[src/rtl/mem_arbiter_if.sv]
// Arbiter-facing bundle: fetch port, load/store port and the byte-wide RAM port.
// slave is the arbiter side; master is the requester/RAM side.
interface mem_arbiter_if #(
    parameter int unsigned ADDR_W = 32,
    parameter int unsigned DATA_W = 32
);
    localparam int unsigned BYTE_W = 8;
    localparam int unsigned SIZE_W = 3;

    logic              ena;
    logic              in_rollback;

    logic              in_if_req;
    logic [ADDR_W-1:0] in_if_addr;
    logic              out_if_ready;
    logic [DATA_W-1:0] out_if_data;

    logic              in_ls_ena;
    logic              in_ls_iswrite;
    logic [ADDR_W-1:0] in_ls_addr;
    logic [SIZE_W-1:0] in_ls_size;
    logic [DATA_W-1:0] in_ls_data;
    logic              out_ls_ready;
    logic [DATA_W-1:0] out_ls_data;

    logic [BYTE_W-1:0] in_ram_din;
    logic [BYTE_W-1:0] out_ram_dout;
    logic [ADDR_W-1:0] out_ram_addr;
    logic              out_ram_wr;

    modport slave (
        input  ena, in_rollback,
        input  in_if_req, in_if_addr,
        output out_if_ready, out_if_data,
        input  in_ls_ena, in_ls_iswrite, in_ls_addr, in_ls_size, in_ls_data,
        output out_ls_ready, out_ls_data,
        input  in_ram_din,
        output out_ram_dout, out_ram_addr, out_ram_wr
    );

    modport master (
        output ena, in_rollback,
        output in_if_req, in_if_addr,
        input  out_if_ready, out_if_data,
        output in_ls_ena, in_ls_iswrite, in_ls_addr, in_ls_size, in_ls_data,
        input  out_ls_ready, out_ls_data,
        output in_ram_din,
        input  out_ram_dout, out_ram_addr, out_ram_wr
    );
endinterface

[src/rtl/mem_arbiter.sv]
// Owns the byte-wide single-port RAM; serialises fetch and load/store requests into
// byte accesses, assembling reads little-endian and pulsing a one-cycle ready.
module mem_arbiter #(
    parameter int unsigned ADDR_W = 32,
    parameter int unsigned DATA_W = 32
) (
    input  logic         clk,
    input  logic         rst,
    mem_arbiter_if.slave bus
);
    localparam int unsigned BYTE_W = 8;
    localparam int unsigned SIZE_W = 3;
    localparam int unsigned LANE_W = 2;

    typedef enum logic [1:0] {IDLE, READ, WRITE} state_t;
    typedef enum logic {OWN_IF, OWN_LS} owner_t;

    typedef struct packed {
        logic              iswrite;
        logic [ADDR_W-1:0] addr;
        logic [SIZE_W-1:0] size;
        logic [DATA_W-1:0] data;
    } ls_req_t;

    state_t            state_q, state_d;
    owner_t            owner_q, owner_d;
    logic [SIZE_W-1:0] cnt_q, cnt_d;
    logic [SIZE_W-1:0] size_q, size_d;
    logic [DATA_W-1:0] wdata_q, wdata_d;
    logic [DATA_W-1:0] rd_buf_q, rd_buf_d;
    logic              pend_valid_q, pend_valid_d;
    ls_req_t           pend_q, pend_d;
    logic [ADDR_W-1:0] ram_addr_q, ram_addr_d;
    logic [BYTE_W-1:0] ram_dout_q, ram_dout_d;
    logic              ram_wr_q, ram_wr_d;
    logic              if_ready_q, if_ready_d;
    logic [DATA_W-1:0] if_data_q, if_data_d;
    logic              ls_ready_q, ls_ready_d;
    logic [DATA_W-1:0] ls_data_q, ls_data_d;

    ls_req_t           incoming;
    ls_req_t           sel;
    logic [LANE_W-1:0] rd_lane;
    logic [LANE_W-1:0] wr_lane;

    // Anything other than 1 or 2 bytes is a word access.
    function automatic logic [SIZE_W-1:0] norm_size(input logic [SIZE_W-1:0] s);
        case (s)
            SIZE_W'(1): return SIZE_W'(1);
            SIZE_W'(2): return SIZE_W'(2);
            default:    return SIZE_W'(4);
        endcase
    endfunction

    always_comb begin
        incoming.iswrite = bus.in_ls_iswrite;
        incoming.addr    = bus.in_ls_addr;
        incoming.size    = norm_size(bus.in_ls_size);
        incoming.data    = bus.in_ls_data;
    end

    always_comb begin
        state_d      = state_q;
        owner_d      = owner_q;
        cnt_d        = cnt_q;
        size_d       = size_q;
        wdata_d      = wdata_q;
        rd_buf_d     = rd_buf_q;
        pend_valid_d = pend_valid_q;
        pend_d       = pend_q;
        ram_addr_d   = ram_addr_q;
        ram_dout_d   = ram_dout_q;
        ram_wr_d     = 1'b0;
        if_ready_d   = 1'b0;
        if_data_d    = if_data_q;
        ls_ready_d   = 1'b0;
        ls_data_d    = ls_data_q;
        sel          = pend_valid_q ? pend_q : incoming;
        rd_lane      = LANE_W'(cnt_q - SIZE_W'(1));
        wr_lane      = LANE_W'(cnt_q + SIZE_W'(1));

        // A pulse while the slot is already full is dropped.
        if (bus.in_ls_ena && !pend_valid_q) begin
            pend_valid_d = 1'b1;
            pend_d       = incoming;
        end
        // Rollback flushes speculative loads but never stores.
        if (bus.in_rollback && !pend_d.iswrite) begin
            pend_valid_d = 1'b0;
        end

        case (state_q)
            IDLE: begin
                if (bus.ena && !bus.in_rollback) begin
                    if (pend_valid_q || bus.in_ls_ena) begin
                        pend_valid_d = 1'b0;
                        owner_d      = OWN_LS;
                        size_d       = sel.size;
                        wdata_d      = sel.data;
                        ram_addr_d   = sel.addr;
                        cnt_d        = '0;
                        rd_buf_d     = '0;
                        if (sel.iswrite) begin
                            state_d    = WRITE;
                            ram_dout_d = sel.data[BYTE_W-1:0];
                            ram_wr_d   = 1'b1;
                        end else begin
                            state_d = READ;
                        end
                    end else if (bus.in_if_req) begin
                        owner_d    = OWN_IF;
                        size_d     = SIZE_W'(4);
                        ram_addr_d = bus.in_if_addr;
                        cnt_d      = '0;
                        rd_buf_d   = '0;
                        state_d    = READ;
                    end
                end
            end

            // cnt counts cycles since accept; byte cnt-1 is on in_ram_din now.
            READ: begin
                if (bus.in_rollback) begin
                    state_d = IDLE;
                end else begin
                    cnt_d = cnt_q + SIZE_W'(1);
                    if ((cnt_q + SIZE_W'(1)) < size_q) begin
                        ram_addr_d = ram_addr_q + ADDR_W'(1);
                    end
                    if (cnt_q != '0) begin
                        rd_buf_d[BYTE_W*rd_lane +: BYTE_W] = bus.in_ram_din;
                    end
                    if (cnt_q == size_q) begin
                        state_d = IDLE;
                        if (owner_q == OWN_IF) begin
                            if_ready_d = 1'b1;
                            if_data_d  = rd_buf_d;
                        end else begin
                            ls_ready_d = 1'b1;
                            ls_data_d  = rd_buf_d;
                        end
                    end
                end
            end

            WRITE: begin
                cnt_d = cnt_q + SIZE_W'(1);
                if ((cnt_q + SIZE_W'(1)) < size_q) begin
                    ram_addr_d = ram_addr_q + ADDR_W'(1);
                    ram_dout_d = wdata_q[BYTE_W*wr_lane +: BYTE_W];
                    ram_wr_d   = 1'b1;
                end else begin
                    ls_ready_d = 1'b1;
                    state_d    = IDLE;
                end
            end

            default: state_d = IDLE;
        endcase
    end

    always_ff @(posedge clk) begin
        if (rst) begin
            state_q      <= IDLE;
            owner_q      <= OWN_IF;
            cnt_q        <= '0;
            size_q       <= '0;
            wdata_q      <= '0;
            rd_buf_q     <= '0;
            pend_valid_q <= 1'b0;
            pend_q       <= '0;
            ram_addr_q   <= '0;
            ram_dout_q   <= '0;
            ram_wr_q     <= 1'b0;
            if_ready_q   <= 1'b0;
            if_data_q    <= '0;
            ls_ready_q   <= 1'b0;
            ls_data_q    <= '0;
        end else begin
            state_q      <= state_d;
            owner_q      <= owner_d;
            cnt_q        <= cnt_d;
            size_q       <= size_d;
            wdata_q      <= wdata_d;
            rd_buf_q     <= rd_buf_d;
            pend_valid_q <= pend_valid_d;
            pend_q       <= pend_d;
            ram_addr_q   <= ram_addr_d;
            ram_dout_q   <= ram_dout_d;
            ram_wr_q     <= ram_wr_d;
            if_ready_q   <= if_ready_d;
            if_data_q    <= if_data_d;
            ls_ready_q   <= ls_ready_d;
            ls_data_q    <= ls_data_d;
        end
    end

    assign bus.out_if_ready = if_ready_q;
    assign bus.out_if_data  = if_data_q;
    assign bus.out_ls_ready = ls_ready_q;
    assign bus.out_ls_data  = ls_data_q;
    assign bus.out_ram_addr = ram_addr_q;
    assign bus.out_ram_dout = ram_dout_q;
    assign bus.out_ram_wr   = ram_wr_q;
endmodule

[src/flat_wrapper.sv]
// flat-port wrapper written by rule: the top's interface ports become plain ports
module mem_arbiter_flat 
#(
    parameter int unsigned ADDR_W = 32,
    parameter int unsigned DATA_W = 32
)
  (clk, rst, bus_ena, bus_in_rollback, bus_in_if_req, bus_in_if_addr, bus_out_if_ready, bus_out_if_data, bus_in_ls_ena, bus_in_ls_iswrite, bus_in_ls_addr, bus_in_ls_size, bus_in_ls_data, bus_out_ls_ready, bus_out_ls_data, bus_in_ram_din, bus_out_ram_dout, bus_out_ram_addr, bus_out_ram_wr);
  mem_arbiter_if #(.ADDR_W(ADDR_W), .DATA_W(DATA_W)) bus_i ();
  input  logic clk;
  input  logic rst;
  input wire logic [$bits(bus_i.ena)-1:0] bus_ena;
  input wire logic [$bits(bus_i.in_rollback)-1:0] bus_in_rollback;
  input wire logic [$bits(bus_i.in_if_req)-1:0] bus_in_if_req;
  input wire logic [$bits(bus_i.in_if_addr)-1:0] bus_in_if_addr;
  output wire logic [$bits(bus_i.out_if_ready)-1:0] bus_out_if_ready;
  output wire logic [$bits(bus_i.out_if_data)-1:0] bus_out_if_data;
  input wire logic [$bits(bus_i.in_ls_ena)-1:0] bus_in_ls_ena;
  input wire logic [$bits(bus_i.in_ls_iswrite)-1:0] bus_in_ls_iswrite;
  input wire logic [$bits(bus_i.in_ls_addr)-1:0] bus_in_ls_addr;
  input wire logic [$bits(bus_i.in_ls_size)-1:0] bus_in_ls_size;
  input wire logic [$bits(bus_i.in_ls_data)-1:0] bus_in_ls_data;
  output wire logic [$bits(bus_i.out_ls_ready)-1:0] bus_out_ls_ready;
  output wire logic [$bits(bus_i.out_ls_data)-1:0] bus_out_ls_data;
  input wire logic [$bits(bus_i.in_ram_din)-1:0] bus_in_ram_din;
  output wire logic [$bits(bus_i.out_ram_dout)-1:0] bus_out_ram_dout;
  output wire logic [$bits(bus_i.out_ram_addr)-1:0] bus_out_ram_addr;
  output wire logic [$bits(bus_i.out_ram_wr)-1:0] bus_out_ram_wr;
  assign bus_i.ena = bus_ena;
  assign bus_i.in_rollback = bus_in_rollback;
  assign bus_i.in_if_req = bus_in_if_req;
  assign bus_i.in_if_addr = bus_in_if_addr;
  assign bus_out_if_ready = bus_i.out_if_ready;
  assign bus_out_if_data = bus_i.out_if_data;
  assign bus_i.in_ls_ena = bus_in_ls_ena;
  assign bus_i.in_ls_iswrite = bus_in_ls_iswrite;
  assign bus_i.in_ls_addr = bus_in_ls_addr;
  assign bus_i.in_ls_size = bus_in_ls_size;
  assign bus_i.in_ls_data = bus_in_ls_data;
  assign bus_out_ls_ready = bus_i.out_ls_ready;
  assign bus_out_ls_data = bus_i.out_ls_data;
  assign bus_i.in_ram_din = bus_in_ram_din;
  assign bus_out_ram_dout = bus_i.out_ram_dout;
  assign bus_out_ram_addr = bus_i.out_ram_addr;
  assign bus_out_ram_wr = bus_i.out_ram_wr;
  mem_arbiter #(.ADDR_W(ADDR_W), .DATA_W(DATA_W)) u_core (.clk(clk), .rst(rst), .bus(bus_i));
endmodule
[config.mk]
export PLATFORM = sky130hd
export DESIGN_NAME = mem_arbiter_flat
export DESIGN_NICKNAME = d
export VERILOG_FILES = /design/src/rtl/mem_arbiter_if.sv /design/src/rtl/mem_arbiter.sv /design/src/flat_wrapper.sv
export SDC_FILE = /design/constraint.sdc
export NUM_CORES = 1
export LEC_CHECK = 0
export BUFFER_PORTS_ARGS = -buffer_cell sky130_fd_sc_hd__buf_2
export CAP_MARGIN = 30
export CELL_PAD_IN_SITES_DETAIL_PLACEMENT = 1
export CELL_PAD_IN_SITES_GLOBAL_PLACEMENT = 1
export CORE_MARGIN = 8
export CORE_UTILIZATION = 27
export CTS_BUF_LIST = sky130_fd_sc_hd__clkbuf_4
export CTS_CLUSTER_DIAMETER = 200
export DETAILED_ROUTE_END_ITERATION = 6
export PLACE_DENSITY_LB_ADDON = 0.1
export SLEW_MARGIN = 30
export SYNTH_ARGS = -nofsm -noshare
export SYNTH_HDL_FRONTEND = slang
export SYNTH_SLANG_ARGS = --single-unit
[constraint.sdc]
create_clock -name clk -period 5.1 [get_ports clk]
set_input_delay 0.765 -clock clk [delete_from_list [all_inputs] [get_ports clk]]
set_output_delay 0.765 -clock clk [all_outputs]
set_load 0.02 [all_outputs]
* Yosys cells after proc, flatten, opt, wreduce, memory -nomap -nowiden *
Index checks and enable logic that the tools add are counted.

word-level totals
  register bits = 249
  logic and storage cells = 119

operators by class
  $add $sub $neg = 4
  magnitude comparators = 1
  equal/unequal tests = 13
  shifts and indexed selects = 3
  muxes and demuxes = 54
  bitwise gates (word level) = 4
  reductions and logical operators = 22

operator list
  kind                     count
  $mux 32                  10
  $mux 68                  2
  $pmux 32 s3              1
  $pmux 32 s2              1
  $neg 5->34               1
  $shift 8x34->32 const A  1
  $shiftx 8x34->32         1
  $add 32x1->32 const B    1
  $bwmux 32                1
  $mux 8                   4
  $shiftx 32x6->8          1
  $reduce_and 4->1         5
  $mux 3                   6
  $mux 1                   16
  $pmux 8 s2               1
  $mux 2                   7
  $pmux 3 s3               1
  $ne 2x1->1 const B       4
  $ne 3x2->1 const B       2
  $pmux 2 s3               1
  $pmux 3 s2               1
  $reduce_and 3->1         2
  $reduce_bool 2->1        3
  $reduce_bool 3->1        2
  17 further kinds         26

* Logic depth before layout (Yosys ltp) *
  depth in word-level cells = 9
  mapped depth = 11
  gate-level depth less buffers = 8

* Worst setup path after synthesis *
Ideal clock, no wire load.

  path kind = register to register
  start point = register u_core.cnt_q[0]
  end point = register u_core.ram_addr_q[18] (netlist: u_core.bus.out_ram_addr[18])
  library setup time = 0.115 ns
  arrival = 2.678 ns
  required time = 4.985 ns
  path slack = 2.308 ns
  stages on the path, launching flop included = 12
  path buffers = 3
  clock period less this slack = 2.792 ns
  cell sequence = dfxtp_1 clkbuf_1 inv_1 ha_1 ha_1 nand2b_1 a211oi_1 or2_1 buf_2 buf_2 a21oi_1 o21a_1

on the way
  cells in the longest elaborated chain, start to end = 5

RTL lines
  item                    RTL line                                text
  from (decl)             mem_arbiter.sv:27                       logic [SIZE_W-1:0] cnt_q, cnt_d;
  from (signal assigned)  mem_arbiter.sv:182                      cnt_q <= cnt_d;
  $add 3x1->3 (*)         --
  $lt 3x3->1 (*)          mem_arbiter.sv:127, mem_arbiter.sv:148
  $mux 32 (*)             --
  $mux 32                 --
  $pmux 32 s3 (*)         --
  to (signal assigned)    mem_arbiter.sv:188                      ram_addr_q <= ram_addr_d;
  to (decl)               mem_arbiter.sv:33                       logic [ADDR_W-1:0] ram_addr_q, ram_addr_d;

Mark *: on every way between the ends. The rest lies on a longest branch, timed or not. The select of a mux whose other input is x is not followed.
A chain may end at the register's enable or synchronous reset.

* Final worst setup path *
  start point = register u_core.cnt_q[1]
  end point = register u_core.ram_addr_q[27] (netlist: u_core.bus.out_ram_addr[27])

Same word-level chain as after synthesis.

==> results.toml <==
[clock_tree]
root_buffer = "clkbuf_4"
clk_pin_slew_ps = 60
cts_hold_buf = 0
numClockSinks = 249
ctsResizeCount = 0
cts_tree = "built"
clkLatencyLatePin_ps = 740
cts-buffers-inserted = 76
cts_max_level = 3
cts.path.max_buffers = 3
cts_setup_buffers = 0

[synthesis]
synth-edff-count = 0
yosys_warnings = 0
synth-seq-cells = 249
syn_area_mm2 = 0.0115
ys_top_cells_by_area = "dfxtp_1 43%, mux2i_1 6.9%, nand2_1 6.6%"
syn-mean-instance-area_um2 = 8.38
ys.flop_type = "dfxtp_1"
ys_types = 66
async_reset_ff_frac = 0
synth_commonest_cells = "249 x dfxtp_1, 201 x nand2_1, 186 x nor2_1"
syn-instance-count = 1368
synth_top_area_frac = 0.435
synth_top_area_cell = "dfxtp_1"
yosysMostFrequentCell = "dfxtp_1"
syn-num-nets = 1495
seq_area_frac_synth = 0.435

[power]
pwr-share-clk = 0.365
switchingPower_mw = 1.80
p_total_mw = 5.27
p_comb_frac = 0.209
seq_power_share = 0.425
intPower_mw = 3.48
leakage_nw = 5.50
sw_frac_of_total = 0.341
vdd_drop_max_mv = 0.148
p_per_area_mw_per_mm2 = 381

[cells_and_area]
syn_to_final_growth_pct = 20.8
fin_util = 0.330
drive_gt1_frac = 0.246
fin_cells = 2154
nNetsFinal = 1696

[detailed_routing]
dr.pass1.iters = 5
vias_per_cell = 5.01
antenna_left = 0
drt_iter0_markers = 604
drc_errors = 0
via_count = 10795
routed_wl_mm = 43.4
wl_per_cell_um = 20.2

[die]
rows = 75
io_pins = 221
die_w_um = 222
start_util = 0.273
dieHeight_um = 222
die_area_mm2 = 0.0493
coreArea_mm2 = 0.0419

[job]
max_cap_viol_count = 0

[critical_path]
worstSetupStartpoint = "u_core.cnt_q[1]"
required_ps = 5720
regToRegSetupSlack_ps = 1630
path_class = "flip-flop to flip-flop"
reg2reg_depth = 9
worstSetupEndpoint = "u_core.bus.out_ram_addr[27]"
crit_fanout = 26
end_kind = "flip-flop"
critPathLaunchType = "flip-flop"
r2r_start = "u_core.cnt_q[1]"
cp.arrival_ps = 4080
reg2reg_to = "u_core.bus.out_ram_addr[27]"

[timing]
max_slew_margin = 0.399
tns_ps = 0
setup_viol = 0
rsz0062_at_grt = "no"
max_freq_mhz = 289
slew_viol_final = 0
hold_violations = 0
final.setup_skew_ps = 49.5
period_minus_slack_ps = 3470
min_period_over_period = 0.679
setup_ws_ps = 1630
worstMarginPinSlew_ps = 895

[global_routing]
grt_pass1_vias = 11169
grt_pass1_wl_mm = 67.0
overflow = 0
antenna_found_initial = 4
track_usage = 0.171
grt_max_degree = 109

[placement]
dpl.cell_count = 2030
dp_slack_ps = 1600
hpwlAfterDp_mm = 30.3
gp_congestion = 0.798
portBuffers = 220

[worst_hold_path]
hold_class = "input port to flip-flop"
holdPathStages = 3

[outcome]
outcome = "complete, no violations"
-- worst min-delay path by stage --
stage | endpoint | slack [ps] | from
after floorplan | u_core.pend_q[61] | 430 | u_core.pend_q[61]
after global placement | u_core.pend_q[61] | 440 | u_core.pend_q[61]
after detailed placement | u_core.pend_q[31] | 450 | u_core.pend_q[31]
after CTS | u_core.pend_q[28] | 170 | bus_in_ls_data[28]
after global routing | u_core.pend_q[27] | 240 | bus_in_ls_data[27]
final | u_core.pend_q[21] | 270 | bus_in_ls_data[21]
-- per-layer routing --
| metal | track usage | up-vias | part of all wire |
|---|---|---|---|
| li1 | - | 5301 | - |
| met2 | 0.283 | 223 | 0.48 |
| met4 | 0.0543 | 4 | 0.016 |
| met3 | 0.0418 | 58 | 0.044 |
| met5 | 0 | - | 0.00051 |
| met1 | 0.216 | 5209 | 0.46 |
-- kinds of logic after synthesis --
family,count (synthesis),synth area share
compound gates,355,0.203
xor+xnor,3,0.00229
fa+ha+maj,13,0.0142
buf+inv,127,0.0443
flops,249,0.435
mux,108,0.105
simple gates,513,0.196
-- per-stage QoR --
| step | hold slack [ps] | area (um^2) |
|---|---|---|
| 2_1_floorplan | 431 | 11500 |
| 3_3_place_gp | 439 | 12900 |
| 3_5_place_dp | 447 | 12900 |
| 4_1_cts | 173 | 13800 |
| 5_1_grt | 236 | 13900 |
| 6_report | 271 | 13900 |
-- layout make-up --
class	count	area (um^2)
repair buffers	233	1220
clock inverters	12	71.3
clock buffers	110	826
multi-input cells	992	6000
fillers	5086	28100
well taps	539	674
flip-flops and latches	249	4990
inverters	17	63.8
diodes	2	5.00
-- placed cells by master (no fill, tap or decap), types with 9 or more instances in the layout --
| cell | count |
|---|---|
| a211oi_1 | 76 |
| a21oi_1 | 118 |
| a22oi_1 | 24 |
| a2bb2oi_1 | 16 |
| buf_2 | 219 |
| buf_4 | 12 |
| clkbuf_4 | 110 |
| dfxtp_1 | 248 |
| ha_1 | 12 |
| inv_1 | 15 |
| mux2_2 | 21 |
| mux2i_1 | 79 |
| nand2_1 | 201 |
| nand2b_1 | 18 |
| nand3_1 | 18 |
| nand4_1 | 9 |
| nor2_1 | 185 |
| nor3_1 | 33 |
| o211ai_1 | 10 |
| o21ai_0 | 45 |
| o2bb2ai_1 | 13 |
-- registers in the layout, summed over array words and instances, names as in the netlist --
register,cells
u_core.rd_buf_q,32
u_core.owner_q,1
u_core.bus.out_ls_data,32
u_core.wdata_q,32
u_core.bus.out_ls_ready,1
u_core.state_q,2
u_core.bus.out_ram_wr,1
u_core.pend_q,68
u_core.bus.out_if_ready,1
u_core.bus.out_if_data,32
u_core.cnt_q,3
u_core.size_q,3
u_core.bus.out_ram_dout,8
u_core.bus.out_ram_addr,32
u_core.pend_valid_q,1
-- power groups by stage --
| stage | registers (mW) | logic (mW) | clock network [mW] |
|---|---|---|---|
| global placement | 2.28 | 1.11 | 0 |
| finish | 2.24 | 1.10 | 1.93 |
| global route | 2.26 | 1.22 | 2.13 |
| CTS | 2.24 | 1.13 | 2.03 |
| detailed placement | 2.29 | 1.13 | 0 |
| floorplan | 2.32 | 0.646 | 0 |
-- critical path: stages (launching register included) --
cell	delay, ps
dfxtp_1	440
inv_1	130
ha_1	810
ha_1	370
nand2b_1	90
a211oi_1	120
nor2_2	550
buf_4	410
a21oi_1	170
a22o_1	270
Note: power is estimated with default switching activity, not from simulation.
